File: src/rtl/csa_acc_pkg.sv
// Shared types and elaboration-time helpers for the CSA stream accumulator.
package csa_acc_pkg;

  typedef enum logic [1:0] {
    ACCUM   = 2'd0,
    RESOLVE = 2'd1,
    OUTPUT  = 2'd2
  } state_e;

  function automatic int unsigned calc_nch(input int unsigned dw, input int unsigned cw);
    return dw / cw;
  endfunction

  // Never returns 0 so a single-chunk configuration still gets a 1-bit index.
  function automatic int unsigned clog2(input int unsigned v);
    int unsigned r;
    r = 0;
    for (int unsigned i = 0; i < 32; i++) begin
      if ((32'd1 << i) < v) r = i + 1;
    end
    return (r == 0) ? 1 : r;
  endfunction

endpackage

File: src/rtl/cpa_chunk.sv
// Combinational CW-bit carry-propagate adder slice with carry-in and carry-out.
module cpa_chunk #(
  parameter int unsigned CW = 16
) (
  input  logic [CW-1:0] i_a,
  input  logic [CW-1:0] i_b,
  input  logic          i_c,
  output logic [CW-1:0] o_s,
  output logic          o_c
);

  assign {o_c, o_s} = {1'b0, i_a} + {1'b0, i_b} + {{CW{1'b0}}, i_c};

endmodule

File: src/rtl/csa_stream_accumulator.sv
// Folds an operand stream into a redundant sum/carry pair, then resolves it to
// binary CW bits per cycle and presents the result on a valid/ready output.
module csa_stream_accumulator
  import csa_acc_pkg::*;
#(
  parameter int unsigned DW   = 64,
  parameter int unsigned CW   = 16,
  parameter int unsigned CNTW = 8
) (
  input  logic            clk,
  input  logic            rst_n,
  input  logic            in_valid,
  output logic            in_ready,
  input  logic [DW-1:0]   in_data,
  input  logic            in_last,
  output logic            out_valid,
  input  logic            out_ready,
  output logic [DW-1:0]   out_data,
  output logic [CNTW-1:0] out_count
);

  localparam int unsigned NCH = calc_nch(DW, CW);
  localparam int unsigned KW  = clog2(NCH);

  state_e          r_state;
  state_e          w_state_nxt;
  logic [DW-1:0]   r_acc_s;
  logic [DW-1:0]   r_acc_c;
  logic [DW-1:0]   r_res;
  logic [CNTW-1:0] r_cnt;
  logic [KW-1:0]   r_k;
  logic            r_cf;
  logic            r_rdy;

  logic            w_accept;
  logic            w_k_last;
  logic [DW-1:0]   w_s;
  logic [DW-1:0]   w_c;
  logic [CW-1:0]   w_ch_a;
  logic [CW-1:0]   w_ch_b;
  logic [CW-1:0]   w_ch_s;
  logic            w_ch_co;

  // r_rdy keeps in_ready low through the reset cycles themselves.
  assign in_ready  = r_rdy & (r_state == ACCUM);
  assign out_valid = (r_state == OUTPUT);
  assign out_data  = r_res;
  assign out_count = r_cnt;

  assign w_accept = in_valid & in_ready;
  assign w_k_last = (r_k == KW'(NCH - 1));

  assign w_s = r_acc_s ^ r_acc_c ^ in_data;
  assign w_c = (r_acc_s & r_acc_c) | (r_acc_s & in_data) | (r_acc_c & in_data);

  assign w_ch_a = r_acc_s[r_k*CW +: CW];
  assign w_ch_b = r_acc_c[r_k*CW +: CW];

  cpa_chunk #(.CW(CW)) u_cpa (
    .i_a (w_ch_a),
    .i_b (w_ch_b),
    .i_c (r_cf),
    .o_s (w_ch_s),
    .o_c (w_ch_co)
  );

  always_ff @(posedge clk) begin
    if (!rst_n) r_state <= ACCUM;
    else        r_state <= w_state_nxt;
  end

  always_comb begin
    w_state_nxt = r_state;
    case (r_state)
      ACCUM:   if (w_accept && in_last) w_state_nxt = RESOLVE;
      RESOLVE: if (w_k_last)            w_state_nxt = OUTPUT;
      OUTPUT:  if (out_ready)           w_state_nxt = ACCUM;
      default:                          w_state_nxt = ACCUM;
    endcase
  end

  always_ff @(posedge clk) begin
    if (!rst_n) begin
      r_acc_s <= '0;
      r_acc_c <= '0;
      r_res   <= '0;
      r_cnt   <= '0;
      r_k     <= '0;
      r_cf    <= 1'b0;
      r_rdy   <= 1'b0;
    end else begin
      r_rdy <= 1'b1;
      case (r_state)
        ACCUM: begin
          if (w_accept) begin
            r_acc_s <= w_s;
            r_acc_c <= {w_c[DW-2:0], 1'b0};
            r_cnt   <= (r_cnt == '1) ? r_cnt : r_cnt + 1'b1;
            if (in_last) begin
              r_k  <= '0;
              r_cf <= 1'b0;
            end
          end
        end
        RESOLVE: begin
          r_res[r_k*CW +: CW] <= w_ch_s;
          r_cf                <= w_ch_co;
          r_k                 <= w_k_last ? '0 : r_k + 1'b1;
        end
        OUTPUT: begin
          if (out_ready) begin
            r_acc_s <= '0;
            r_acc_c <= '0;
            r_res   <= '0;
            r_cnt   <= '0;
          end
        end
        default: ;
      endcase
    end
  end

endmodule

File: config.mk
export PLATFORM = sky130hd
export DESIGN_NAME = csa_stream_accumulator
export DESIGN_NICKNAME = d
export VERILOG_FILES = /design/src/rtl/csa_acc_pkg.sv /design/src/rtl/cpa_chunk.sv /design/src/rtl/csa_stream_accumulator.sv
export SDC_FILE = /design/constraint.sdc
export NUM_CORES = 1
export LEC_CHECK = 0
export BUFFER_PORTS_ARGS = -buffer_cell sky130_fd_sc_hd__buf_2
export CORE_ASPECT_RATIO = 1.1
export CORE_UTILIZATION = 41
export DETAILED_ROUTE_END_ITERATION = 6
export HOLD_SLACK_MARGIN = 0.15
export PLACE_DENSITY = 0.6
export SLEW_MARGIN = 25
export SYNTH_ARGS = -nofsm -noshare
export SYNTH_HDL_FRONTEND = slang
export SYNTH_SLANG_ARGS = --single-unit
File: constraint.sdc
create_clock -name clk -period 9.28 [get_ports clk]
set_input_delay 0.928 -clock clk [delete_from_list [all_inputs] [get_ports clk]]
set_output_delay 0.928 -clock clk [all_outputs]
set_load 0.02 [all_outputs]
[Word level (Yosys, flattened, before mapping)]
Cells that the tools add are included.
Cells by class
  magnitude comparators: 0
  reduce and logical (&&, ||, !) cells: 10
  mux-type cells: 23
  div/mod/pow operators: 0
  $add $sub $neg: 5
  multiply operators: 0
  eq/ne operators: 10
  shift-type cells: 4
  bitwise logic cells: 9
Operator list (count)
  case mux 64 bit (2 select lines): 3
  2-to-1 mux 64 bit: 3
  AND 63 bit: 3
  indexed part select 64 x 7 -> 16 bit: 2
  XOR 64 bit: 2
  bitwise OR 63 bit: 2
  bitwise mux 64 bit: 1
  variable shift 16 x 34 -> 64 bit (first input constant): 1
  indexed part select 16 x 34 -> 64 bit: 1
  negator 6 -> 34 bit: 1
  2-to-1 mux 8 bit: 3
  adder 16 x 16 -> 17 bit: 1
  adder 17 x 1 -> 17 bit: 1
  case mux 8 bit (2 select lines): 1
  2-to-1 mux 2 bit: 6
  AND reduction 3 bit: 3
  adder 8 x 1 -> 8 bit (second input constant): 1
  equality test 8 bit (second input constant): 1
  inequality test 2 bit (second input constant): 4
  case mux 2 bit (3 select lines): 1
  nonzero test 2 bit: 3
  equality test 2 bit (second input constant): 2
  inequality test 2 x 1 -> 1 bit (second input constant): 2
  case mux 2 bit (2 select lines): 1
  9 further kinds: 12
Word-level totals
  flip-flop bits (word level): 206
  input bits: 69
  output and inout bits: 74
  bits in writable memories: 0
  word-level logic and storage cells: 69
  memories: 0
  latch bits: 0
  memory bits (read-only): 0

[Longest topological paths before layout]
Gate-level depths: netlist of run 1.
  word-level depth: 6
  depth in mapped cells: 16

[Hierarchy]
A second synthesis of run 1 with hierarchy kept.
Unflattened totals
  cell total of the unflattened synthesis: 929
  area total of the unflattened synthesis: 10382.5 um^2
Modules (own cells, without submodules)
  csa_stream_accumulator: instances 1, cells each 840, area an instance 9649.3 um^2
  cpa_chunk: instances 1, cells each 89, area an instance 733.2 um^2

[Worst setup path after synthesis of run 1]
No wires, ideal clock.
  kind: register to register
  start point: reg r_k[1]
  end point: reg r_res[56], in the netlist out_data[56]
  required time: 9.158 ns
  setup time: 0.122 ns
  stages on the path, launching flop included: 15
  arrival: 3.265 ns
  slack: 5.893 ns
  path through: dfxtp_1 buf_2 buf_2 buf_1 inv_1 o21ai_0 fa_1 inv_1 fa_1 nor2b_1 o211ai_1 a21oi_2 o22ai_2 and4_2 a311o_1
Between the ends
  word-level cells in the longest chain between the ends: 6
  elaborated cells on any way between the ends: 9
  those cells by class: 3 x add/sub; 4 x shift; 2 x mux
Ends and longest elaborated chain
  from (decl): RTL line csa_stream_accumulator.sv:31  | logic [KW-1:0] r_k;
  from (signal assigned): RTL line csa_stream_accumulator.sv:108  | r_k <= w_k_last ? '0 : r_k + 1'b1;
  indexed part select 64 x 7 -> 16 bit (on tied branches): RTL line csa_stream_accumulator.sv:56, csa_stream_accumulator.sv:57
  adder 16 x 16 -> 17 bit: RTL line cpa_chunk.sv:12  | assign {o_c, o_s} = {1'b0, i_a} + {1'b0, i_b} + {{CW{1'b0}}, i_c};
  adder 17 x 1 -> 17 bit: RTL line cpa_chunk.sv:12
  indexed part select 16 x 34 -> 64 bit: RTL line csa_stream_accumulator.sv:106  | r_res[r_k*CW +: CW] <= w_ch_s;
  bitwise mux 64 bit *: RTL line csa_stream_accumulator.sv:106
  case mux 64 bit (2 select lines) *: RTL line csa_stream_accumulator.sv:93  | case (r_state)
  to (signal, indexed assignment): RTL line csa_stream_accumulator.sv:106
  to (decl): RTL line csa_stream_accumulator.sv:29  | logic [DW-1:0] r_res;
Every way passes the cells marked *; elsewhere a longest branch is shown, timed or not.
A chain may end at the register's enable or synchronous reset.

[Final worst setup path of run 1]
  start point: reg r_k[0]
  end point: reg r_res[27], in the netlist out_data[27]
Same word-level chain as after synthesis.

==> results.sh, run 1 <==
export IMPL_status="finished, final reports clean"
export IMPL_total_wire_length_um=25900
export IMPL_cts_tree="built"
export IMPL_io_pin_count=143
export IMPL_max_fo_critical_path=26
export IMPL_antenna_found_initial=0
export IMPL_clock_insertion_delay_worst_skew_ns=0.51
export IMPL_routedWlPerCell_um=19.0
export IMPL_number_of_pins_exceeding_their_max_slew_limit_in_the_final_report=0
export IMPL_globalRouteTotalUtil=0.203
export IMPL_start_kind="flop"
export IMPL_path_class="reg -> reg"
export IMPL_cp_end_kind="flop"
export IMPL_placement_io_buffers=142
export IMPL_routed_via_count=7500
export IMPL_post_route_period_util=0.395
export IMPL_cts_post_setup_buffers_inserted=0
export IMPL_yosys_cell_types_count=59
export IMPL_postRouteAntennaNets=0
export IMPL_worst_slew_pin_slew_ns=1.00
export IMPL_power_leakage_nw=4.66
export IMPL_grt_max_degree=119
export IMPL_hold_path_class="reg -> reg"
export IMPL_ys_warnings_count=0
export IMPL_die_width_um=153
export IMPL_crit_path_end="out_data[27]"
export IMPL_first_pass_iters=5
export IMPL_die_area_um2=25800
export IMPL_timing_rr_start="r_k[0]"
export IMPL_cts_clk_slew_worst_paths_ns=0.07
export IMPL_first_pass_grt_wire_length_um=41800
export IMPL_setup_slack_ns=5.61
export IMPL_floorplan_rows=60
export IMPL_number_of_cells_on_the_worst_reg_to_reg_path=9
export IMPL_fin_worst_skew_ns=0.0146
export IMPL_synth_sequential_area_ratio=0.398
export IMPL_setup_repair_after_global_routing_missed_its_margin="no"
export IMPL_worst_endpoint_required_ns=9.73
export IMPL_timing_max_slew_rel_slack=0.333
export IMPL_flop_and_latch_count_out_of_synthesis=205
export IMPL_drv_cap=0
export IMPL_gp_routability_congestion=0.798
export IMPL_irDropWorstVdd_uv=108
export IMPL_critical_path_arrival_ns=4.11
export IMPL_pre_cts_slack_ns=5.61
export IMPL_detailedPlacementHpwl_um=18000
export IMPL_synthToLayoutAreaGrowth_pct=15.7
export IMPL_cts_root_buffer_cell="clkbuf_16"
export IMPL_totalNegativeSetupSlack_ns=0
export IMPL_post_drt_via_cell_ratio=5.51
export IMPL_drive_above_1_share=0.223
export IMPL_tritoncts_sinks=205
export IMPL_drt_initial_drc_count=567
export IMPL_core_area_um2=24500
export IMPL_power_density_nw_per_um2=169
export IMPL_clock_tree_buffer_depth=3
export IMPL_first_global_vias=7392
export IMPL_highest_clock_frequency_the_design_can_meet_mhz=273
export IMPL_syn_nets=1089
export IMPL_synthesis_instances=935
export IMPL_crit_path_start="r_k[0]"
export IMPL_ys_dominant_reg_cell="dfxtp_1"
export IMPL_cts_max_level=1
export IMPL_finalHoldViolations=0
export IMPL_num_nets_final=1188
export IMPL_synth_edff_count=0
export IMPL_postSynthAreaPerCell_um2=11.0
export IMPL_r2r_setup_slack_ns=5.61
export IMPL_initial_utilization=0.420
export IMPL_tritoncts_buffers=23
export IMPL_regToRegEndpoint="out_data[27]"
export IMPL_number_of_gates_resized_after_cts=0
export IMPL_synth_area_um2=10300
export IMPL_min_period_ns=3.67
export IMPL_die_h_um=168
export IMPL_grt_remaining_overflow=0
export IMPL_cts_hold_buffers_added=0
export IMPL_setup_violations=0
export IMPL_remaining_drc_errors=0
export IMPL_synth_async_sr_flop_share=0
==> how the worst min path moves through the flow <==
stage	startpoint	end	slack (ns)	cells past startpoint
2_1_floorplan	r_acc_s[63]	r_acc_s[63]	0.43	1
3_3_place_gp	out_data[14]	out_data[14]	0.44	2
3_5_place_dp	out_data[14]	out_data[14]	0.45	2
4_1_cts	out_data[14]	out_data[14]	0.46	2
5_1_grt	out_data[11]	out_data[11]	0.49	1
6_report	out_data[14]	out_data[14]	0.45	2
==> cell usage after synthesis, types with 6 or more instances <==
cell type	instances	area [um2]
nor2_1	16	60.1
and2_1	11	68.8
o21ai_0	15	75.1
xnor2_1	8	70.1
a21boi_0	6	45.0
a22oi_1	150	1130
dfxtp_1	205	4100
nand3_1	12	60.1
nand2_1	28	105
a22o_1	23	201
ha_1	21	263
inv_1	10	37.5
mux4_2	31	698
fa_1	64	1280
clkbuf_1	55	206
xor2_1	10	87.6
nor2b_1	155	970
a21oi_1	17	85.1
buf_2	17	85.1
==> layout make-up <==
cell class,instances,area (um2)
antenna,1,2.50
clock buffer,39,746
clock inverter,2,12.5
fill,2219,12600
inverter,10,37.5
multi-input combinational,645,5870
sequential,205,4110
tap,310,388
timing repair buffer,149,766
==> worst max-delay path, stage by stage (launching register included) <==
cell and delay [ns]:
dfxtp_2 0.66, buf_4 0.50, mux4_2 0.58, ha_1 0.47, a21oi_4 0.21, o21ai_2 0.07, a21o_1 0.17, a221o_1 0.39
xor2_1 0.35, a22o_1 0.18
==> power by group <==
part / internal [mW] / switching [mW] / total [mW]
logic: 0.0800 / 0.110 / 0.190
clock network: 0.542 / 0.360 / 0.902
registers: 0.902 / 0.0247 / 0.927
total: 1.52 / 0.495 / 2.02
==> sequential cells by signal, summed over array words and instances, names as in the netlist <==
register / flops
r_rdy: 1
r_acc_c: 63
r_state: 2
out_count: 8
out_data: 64
r_acc_s: 64
r_cf: 1
r_k: 2
==> per-stage QoR <==
| step | hold slack, ns | std cells | area (um2) | power (mW) | util |
|---|---|---|---|---|---|
| after floorplan | 0.426 | 935 | 10300 | 1.07 | - |
| after global placement | 0.437 | 1319 | 11200 | 1.13 | 0.455 |
| after detailed placement | 0.447 | 1319 | 11200 | 1.14 | 0.455 |
| after CTS | 0.460 | 1360 | 11900 | 2.04 | 0.486 |
| after global routing | 0.488 | 1360 | 11900 | 2.11 | 0.486 |
| final | 0.450 | 1361 | 11900 | 2.02 | 0.486 |
==> routing by layer <==
layer / track usage / share of wire / vias to the layer above
met5: 0 / 0 / -
met4: 0.0347 / 0.012 / 0
met3: 0.0301 / 0.051 / 26
met2: 0.322 / 0.46 / 182
met1: 0.295 / 0.48 / 3686
li1: - / - / 3606
==> placed cells by master, fill, tap and decap left out, drive strengths merged, types with 20 or more instances in the layout <==
cell type	count
nor2b	155
buf	149
fa	64
a22o	23
dfxtp	205
mux4	31
clkbuf	39
o21ai	20
nand2	28
a22oi	150
ha	21
==> logic make-up (layout without fill, tap and decap cells) <==
family / count (synthesis) / after routing / share of synthesized area
multiplexers: 34 / 34 / 0.0711
AO/OA/AOI/OAI: 254 / 254 / 0.184
other: 0 / 1 / 0
adder cells (fa/ha/maj): 85 / 85 / 0.150
XOR/XNOR: 18 / 18 / 0.0153
flip-flops: 205 / 205 / 0.398
AND/OR/NAND/NOR: 254 / 254 / 0.148
buffers and inverters: 85 / 200 / 0.0337
Note: power is estimated with default switching activity, not from simulation.
==> run 2, diff against run 1 <==
Settings changed: PLACE_DENSITY 0.6 to 0.63.
Clock period 9.28 ns to 3.2 ns, I/O delays scaled along.
==> run 2 against run 1 <==
  * Clock skew decreased by 0.0041 ns
  * Sequential power increased to 2.9 times the previous value
  * Fmax increased by 20%
  * Worst setup slack got worse by 5.5 ns
  * Count of clock-buffer cells in the layout decreased by 4
  * Critical endpoint is now out_data[10]
  * Via count increased by 2.2%
  * Sequential share of layout area decreased by 0.48 points
  * Sequential cell count unchanged
  * Critical path depth unchanged
  * Die area unchanged
  * Core utilization increased by 0.68 points
  * Largest cell class unchanged
==> results.sh, run 2 (synthesis gave the netlist of run 1 again) <==
export IMPL_stdcell_area_um2=12100
export IMPL_crit_cells=9
export IMPL_tritoncts_buffers=23
export IMPL_timing_max_slew_rel_slack=0.507
export IMPL_timing_rr_start="r_k[0]"
export IMPL_critical_path_max_stage_delay_ns=0.54
export IMPL_cts_clk_slew_worst_paths_ns=0.06
export IMPL_min_period_ns=3.07
export IMPL_drt_initial_drc_count=569
export IMPL_first_pass_iters=7
export IMPL_number_of_pins_exceeding_their_max_slew_limit_in_the_final_report=0
export IMPL_critPathBufInv=2
export IMPL_gp_routability_congestion=0.831
export IMPL_utilization=0.493
export IMPL_fin_worst_skew_ns=0.0106
export IMPL_setup_repair_after_global_routing_missed_its_margin="no"
export IMPL_mostFrequentLayoutCell="dfxtp_1"
export IMPL_status="finished, final reports clean"
export IMPL_crit_path_end="out_data[10]"
export IMPL_power_leakage_nw=4.76
export IMPL_final_cell_mix="204 x dfxtp_1, 155 x nor2b_1, 150 x a22oi_1"
export IMPL_start_kind="flop"
export IMPL_critical_path_arrival_ns=3.51
export IMPL_worst_path_max_delay_cell="mux4_2"
export IMPL_post_layout_nonfiller_instances=1376
export IMPL_grt_remaining_overflow=0
export IMPL_cts_max_level=1
export IMPL_total_wire_length_um=25700
export IMPL_tritoncts_sinks=205
export IMPL_max_fo_critical_path=20
export IMPL_placed_area_um2=11300
export IMPL_drive_above_1_share=0.233
export IMPL_r2r_setup_slack_ns=0.13
export IMPL_highest_clock_frequency_the_design_can_meet_mhz=326
export IMPL_first_pass_grt_wire_length_um=41700
export IMPL_irDropWorstVdd_uv=287
export IMPL_post_place_cells=1337
export IMPL_worst_slew_pin_slew_ns=0.735
export IMPL_setup_violations=0
export IMPL_clock_insertion_delay_worst_skew_ns=0.50
export IMPL_io_pin_count=143
export IMPL_grt_max_degree=95
export IMPL_hold_path_class="in -> reg"
export IMPL_routedWlPerCell_um=18.7
export IMPL_cts_root_buffer_cell="clkbuf_16"
export IMPL_worst_endpoint_required_ns=3.64
export IMPL_setup_slack_ns=0.132
export IMPL_crit_path_start="r_k[0]"
export IMPL_finalHoldViolations=0
export IMPL_power_density_nw_per_um2=484
export IMPL_pre_cts_slack_ns=0.134
export IMPL_num_nets_final=1208
export IMPL_drv_cap=0
export IMPL_detailedPlacementHpwl_um=18300
export IMPL_totalNegativeSetupSlack_ns=0
export IMPL_routed_via_count=7667
export IMPL_antenna_cells=0
export IMPL_placement_io_buffers=142
export IMPL_first_global_vias=7512
export IMPL_initial_utilization=0.420
export IMPL_cts_tree="built"
export IMPL_path_class="reg -> reg"
export IMPL_die_area_um2=25800
export IMPL_path_delay_family="compound AO/OA/AOI/OAI gates"
export IMPL_crit_chain="buf_12, mux4_2, ha_1, buf_4, nand3_1, a211oi_1, or2_1, xor2_1, a22o_1"
export IMPL_clock_tree_buffer_depth=3
export IMPL_core_area_um2=24500
export IMPL_post_drt_via_cell_ratio=5.57
export IMPL_globalRouteTotalUtil=0.202
export IMPL_floorplan_rows=60
export IMPL_number_of_cells_on_the_worst_reg_to_reg_path=9
export IMPL_regToRegEndpoint="out_data[10]"
export IMPL_fillers=2214
export IMPL_die_width_um=153
export IMPL_power_total_mw=5.86
export IMPL_remaining_drc_errors=0
export IMPL_antenna_found_initial=0
export IMPL_die_h_um=168
export IMPL_hold_slack_ns=0.185
export IMPL_postRouteAntennaNets=0
export IMPL_cp_end_kind="flop"
export IMPL_synthToLayoutAreaGrowth_pct=17.3
export IMPL_post_route_period_util=0.959
## run 2: changes by cell type in the layout (fill, tap and decap cells not counted), sizes merged
cell / previous run / this run
diode: 1 / 0
buf: 149 / 168
clkinv: 1 / 0
clkinvlp: 1 / 0
bufinv: 0 / 2
dlygate4sd3: 0 / 1
clkbuf: 39 / 35
## run 2: how the worst min path moves through the flow
stage	startpoint	endpoint	slack (ns)	cells after the start
after floorplan	rst_n	r_rdy	0.35	0
after global placement	out_data[14]	out_data[14]	0.44	2
after detailed placement	out_data[30]	out_data[30]	0.45	2
after CTS	in_last	r_state[0]	0.17	3
after global routing	in_data[63]	r_acc_s[63]	0.23	4
final	in_last	r_state[0]	0.18	3
## run 2: area by class of cell
cell class                 instances  area (um2)  share of cell area
clock buffer                      35         671              0.0554
clock inverter                     2        60.1             0.00497
inverter                          10        37.5             0.00310
multi-input combinational        645        5880               0.486
sequential                       205        4110               0.339
tap                              310         388              0.0321
timing repair buffer             169         956              0.0790
## run 2: where the power goes
group          internal, mW  total (mW)  switching (mW)
Clock                  1.59        2.59            1.01
Sequential             2.62        2.68          0.0677
Combinational         0.250       0.580           0.329
Total                  4.45        5.86            1.40
## run 2: per-layer routing
layer  vias to the layer above  GRT usage  routed length, um
met5                         -          0                  0
met2                       196      0.319              11600
met4                         0     0.0575                607
li1                       3651          -                  -
met3                        36     0.0327               1360
met1                      3784      0.283              12100
## run 2: repair_timing
| item | 4_1_cts | 5_1_grt |
|---|---|---|
| gates resized for setup | 0 | 2 |
| endpoints found under the hold margin | 1 | 0 |
| setup endpoints to repair | 0 | 18 |
| setup buffers | 0 | 1 |
| hold buffers | 1 | 0 |
## run 2: tightest hold or removal path, stage by stage
cell and delay, ns:
buf_2 0.10, nand2_1 0.12, a21boi_0 0.10
==> run 3, diff against run 2 <==
Settings changed: CTS_CLUSTER_SIZE set to 24.
Clock period 3.2 ns to 2.67 ns, I/O delays scaled along.
==> run 3 against run 2 <==
  * The flow now finishes with violations (setup timing)
  * Clock power is 17% higher
  * Fmax is 9.4% higher
  * Critical path type unchanged
  * Total power is 20% higher
  * Non-clock buffer count is 55 higher
  * Global-route usage is 0.23 points higher
  * Largest power group unchanged
  * Hold slack worse by 0.0016 ns
  * Routed wire length is 1.7% higher
  * Count of clock-buffer cells in the layout is 3 lower
  * Cell count is 4.2% higher
  * Via count is 1.9% higher
  * Worst setup slack worse by 0.27 ns
==> results.sh, run 3 (synthesis gave the netlist of run 1 again) <==
export IMPL_switchingPower_mw=1.74
export IMPL_cp_end_kind="flop"
export IMPL_stdcell_area_um2=12900
export IMPL_setup_violations=33
export IMPL_cts_max_level=1
export IMPL_combined_area_of_the_multi_input_logic_cells_um2=6210
export IMPL_totalNegativeSetupSlack_ns=-2.34
export IMPL_cts_tree="built"
export IMPL_path_class="reg -> reg"
export IMPL_num_nets_final=1263
export IMPL_initial_utilization=0.420
export IMPL_clock_tree_buffer_depth=3
export IMPL_remaining_drc_errors=0
export IMPL_failed_checks="setup timing"
export IMPL_floorplan_rows=60
export IMPL_irDropWorstVdd_uv=332
export IMPL_drt_initial_drc_count=470
export IMPL_share_comb_of_total_power=0.110
export IMPL_die_area_um2=25800
export IMPL_clock_insertion_delay_worst_skew_ns=0.51
export IMPL_drv_cap=0
export IMPL_fin_worst_skew_ns=0.0153
export IMPL_worst_slew_pin_slew_ns=0.644
export IMPL_power_density_nw_per_um2=544
export IMPL_mostFrequentLayoutCell="dfxtp_1"
export IMPL_die_width_um=153
export IMPL_min_period_ns=2.80
export IMPL_first_global_vias=7664
export IMPL_first_pass_grt_wire_length_um=42200
export IMPL_tritoncts_buffers=23
export IMPL_tritoncts_sinks=205
export IMPL_critical_path_arrival_ns=3.20
export IMPL_io_pin_count=143
export IMPL_utilization=0.525
export IMPL_placement_io_buffers=142
export IMPL_core_area_um2=24500
export IMPL_drive_above_1_share=0.315
export IMPL_status="finished, violations left"
export IMPL_power_switching_fraction=0.248
export IMPL_power_sequential_fraction=0.458
export IMPL_power_leakage_nw=5.04
export IMPL_gp_routability_congestion=0.889
export IMPL_highest_clock_frequency_the_design_can_meet_mhz=357
export IMPL_number_of_pins_exceeding_their_max_slew_limit_in_the_final_report=0
export IMPL_synthToLayoutAreaGrowth_pct=25.1
export IMPL_hold_path_class="in -> reg"
export IMPL_grt_remaining_overflow=0
export IMPL_globalRouteTotalUtil=0.204
export IMPL_clock_network_fraction_of_total_power=0.432
export IMPL_total_wire_length_um=26100
export IMPL_finalHoldViolations=0
export IMPL_max_fo_critical_path=4
export IMPL_worst_endpoint_required_ns=3.06
export IMPL_timing_max_slew_rel_slack=0.566
export IMPL_pre_cts_slack_ns=-0.328
export IMPL_power_total_mw=7.02
export IMPL_start_kind="flop"
export IMPL_die_h_um=168
export IMPL_antenna_found_initial=0
export IMPL_fillers=2151
export IMPL_internal_cell_power_mw=5.28
export IMPL_final_cell_mix="203 x dfxtp_1, 153 x nor2b_1, 147 x a22oi_1"
export IMPL_grt_max_degree=79
export IMPL_setup_repair_after_global_routing_missed_its_margin="yes"
export IMPL_first_pass_iters=5
export IMPL_cts_clk_slew_worst_paths_ns=0.06
export IMPL_cts_root_buffer_cell="clkbuf_16"
export IMPL_antenna_cells=0
export IMPL_detailedPlacementHpwl_um=18600
export IMPL_post_route_period_util=1.05
export IMPL_seq_area_um2=4110
export IMPL_setup_slack_ns=-0.135
export IMPL_routedWlPerCell_um=18.2
export IMPL_post_drt_via_cell_ratio=5.45
export IMPL_postRouteAntennaNets=0
export IMPL_routed_via_count=7815
export IMPL_placed_area_um2=11800
-- run 3: cell type report --
class                   count  share of cell area
well taps                 310              0.0301
flip-flops and latches    205               0.319
inverters                  10             0.00291
repair buffers            224               0.111
multi-input cells         645               0.482
clock buffers              32              0.0503
clock inverters             8             0.00533
-- run 3: what timing repair did --
action / 4_1_cts / 5_1_grt
gates resized for setup: 29 / 32
buffers inserted: 4 / 1
setup endpoints to repair: 42 / 42
pin swaps: 10 / 8
gates cloned: 0 / 0
hold buffers: 3 / 0
endpoints found under the hold margin: 3 / 0
-- run 3: metrics by stage --
step | hold WS (ns) | instances
after floorplan | 0.295 | 935
after global placement | 0.435 | 1386
after global routing | 0.201 | 1434
after CTS | 0.162 | 1433
after detailed placement | 0.441 | 1386
final | 0.183 | 1434
-- run 3: final timing paths --
path	slack [ns]	cells past startpoint	to	start
worst max-delay path	-0.13	12	out_data[14]	r_k[0]
worst min-delay path	0.18	4	r_acc_s[0]	in_data[0]
worst max register to register	-0.13	12	out_data[14]	r_k[0]
worst min register to register	0.45	2	out_data[14]	out_data[14]
-- run 3: power groups by stage --
stage,clock (mW),combinational (mW),sequential (mW)
after floorplan,0,0.465,3.27
after global placement,0,0.725,3.28
after detailed placement,0,0.737,3.28
after CTS,3.10,0.763,3.22
after global routing,3.23,0.860,3.23
final,3.03,0.774,3.22
-- run 3: critical path, cell delays in order, from the launching register on --
cell      delay [ns]
dfxtp_4         0.39
mux4_2          0.51
fa_2            0.37
inv_2           0.07
fa_2            0.21
nor2b_2         0.05
o211ai_1        0.17
buf_4           0.18
a211oi_4        0.07
o31ai_2         0.25
xor2_1          0.19
buf_4           0.17
o21ai_1         0.07
-- run 3: routing by layer --
| layer | wire length [um] | part of all wire | global-route usage | up-vias |
|---|---|---|---|---|
| li1 | - | - | - | 3741 |
| met1 | 12400 | 0.47 | 0.293 | 3847 |
| met2 | 12000 | 0.46 | 0.319 | 196 |
| met3 | 1210 | 0.046 | 0.0306 | 31 |
| met4 | 533 | 0.020 | 0.0558 | 0 |
| met5 | 0 | 0 | 0 | - |
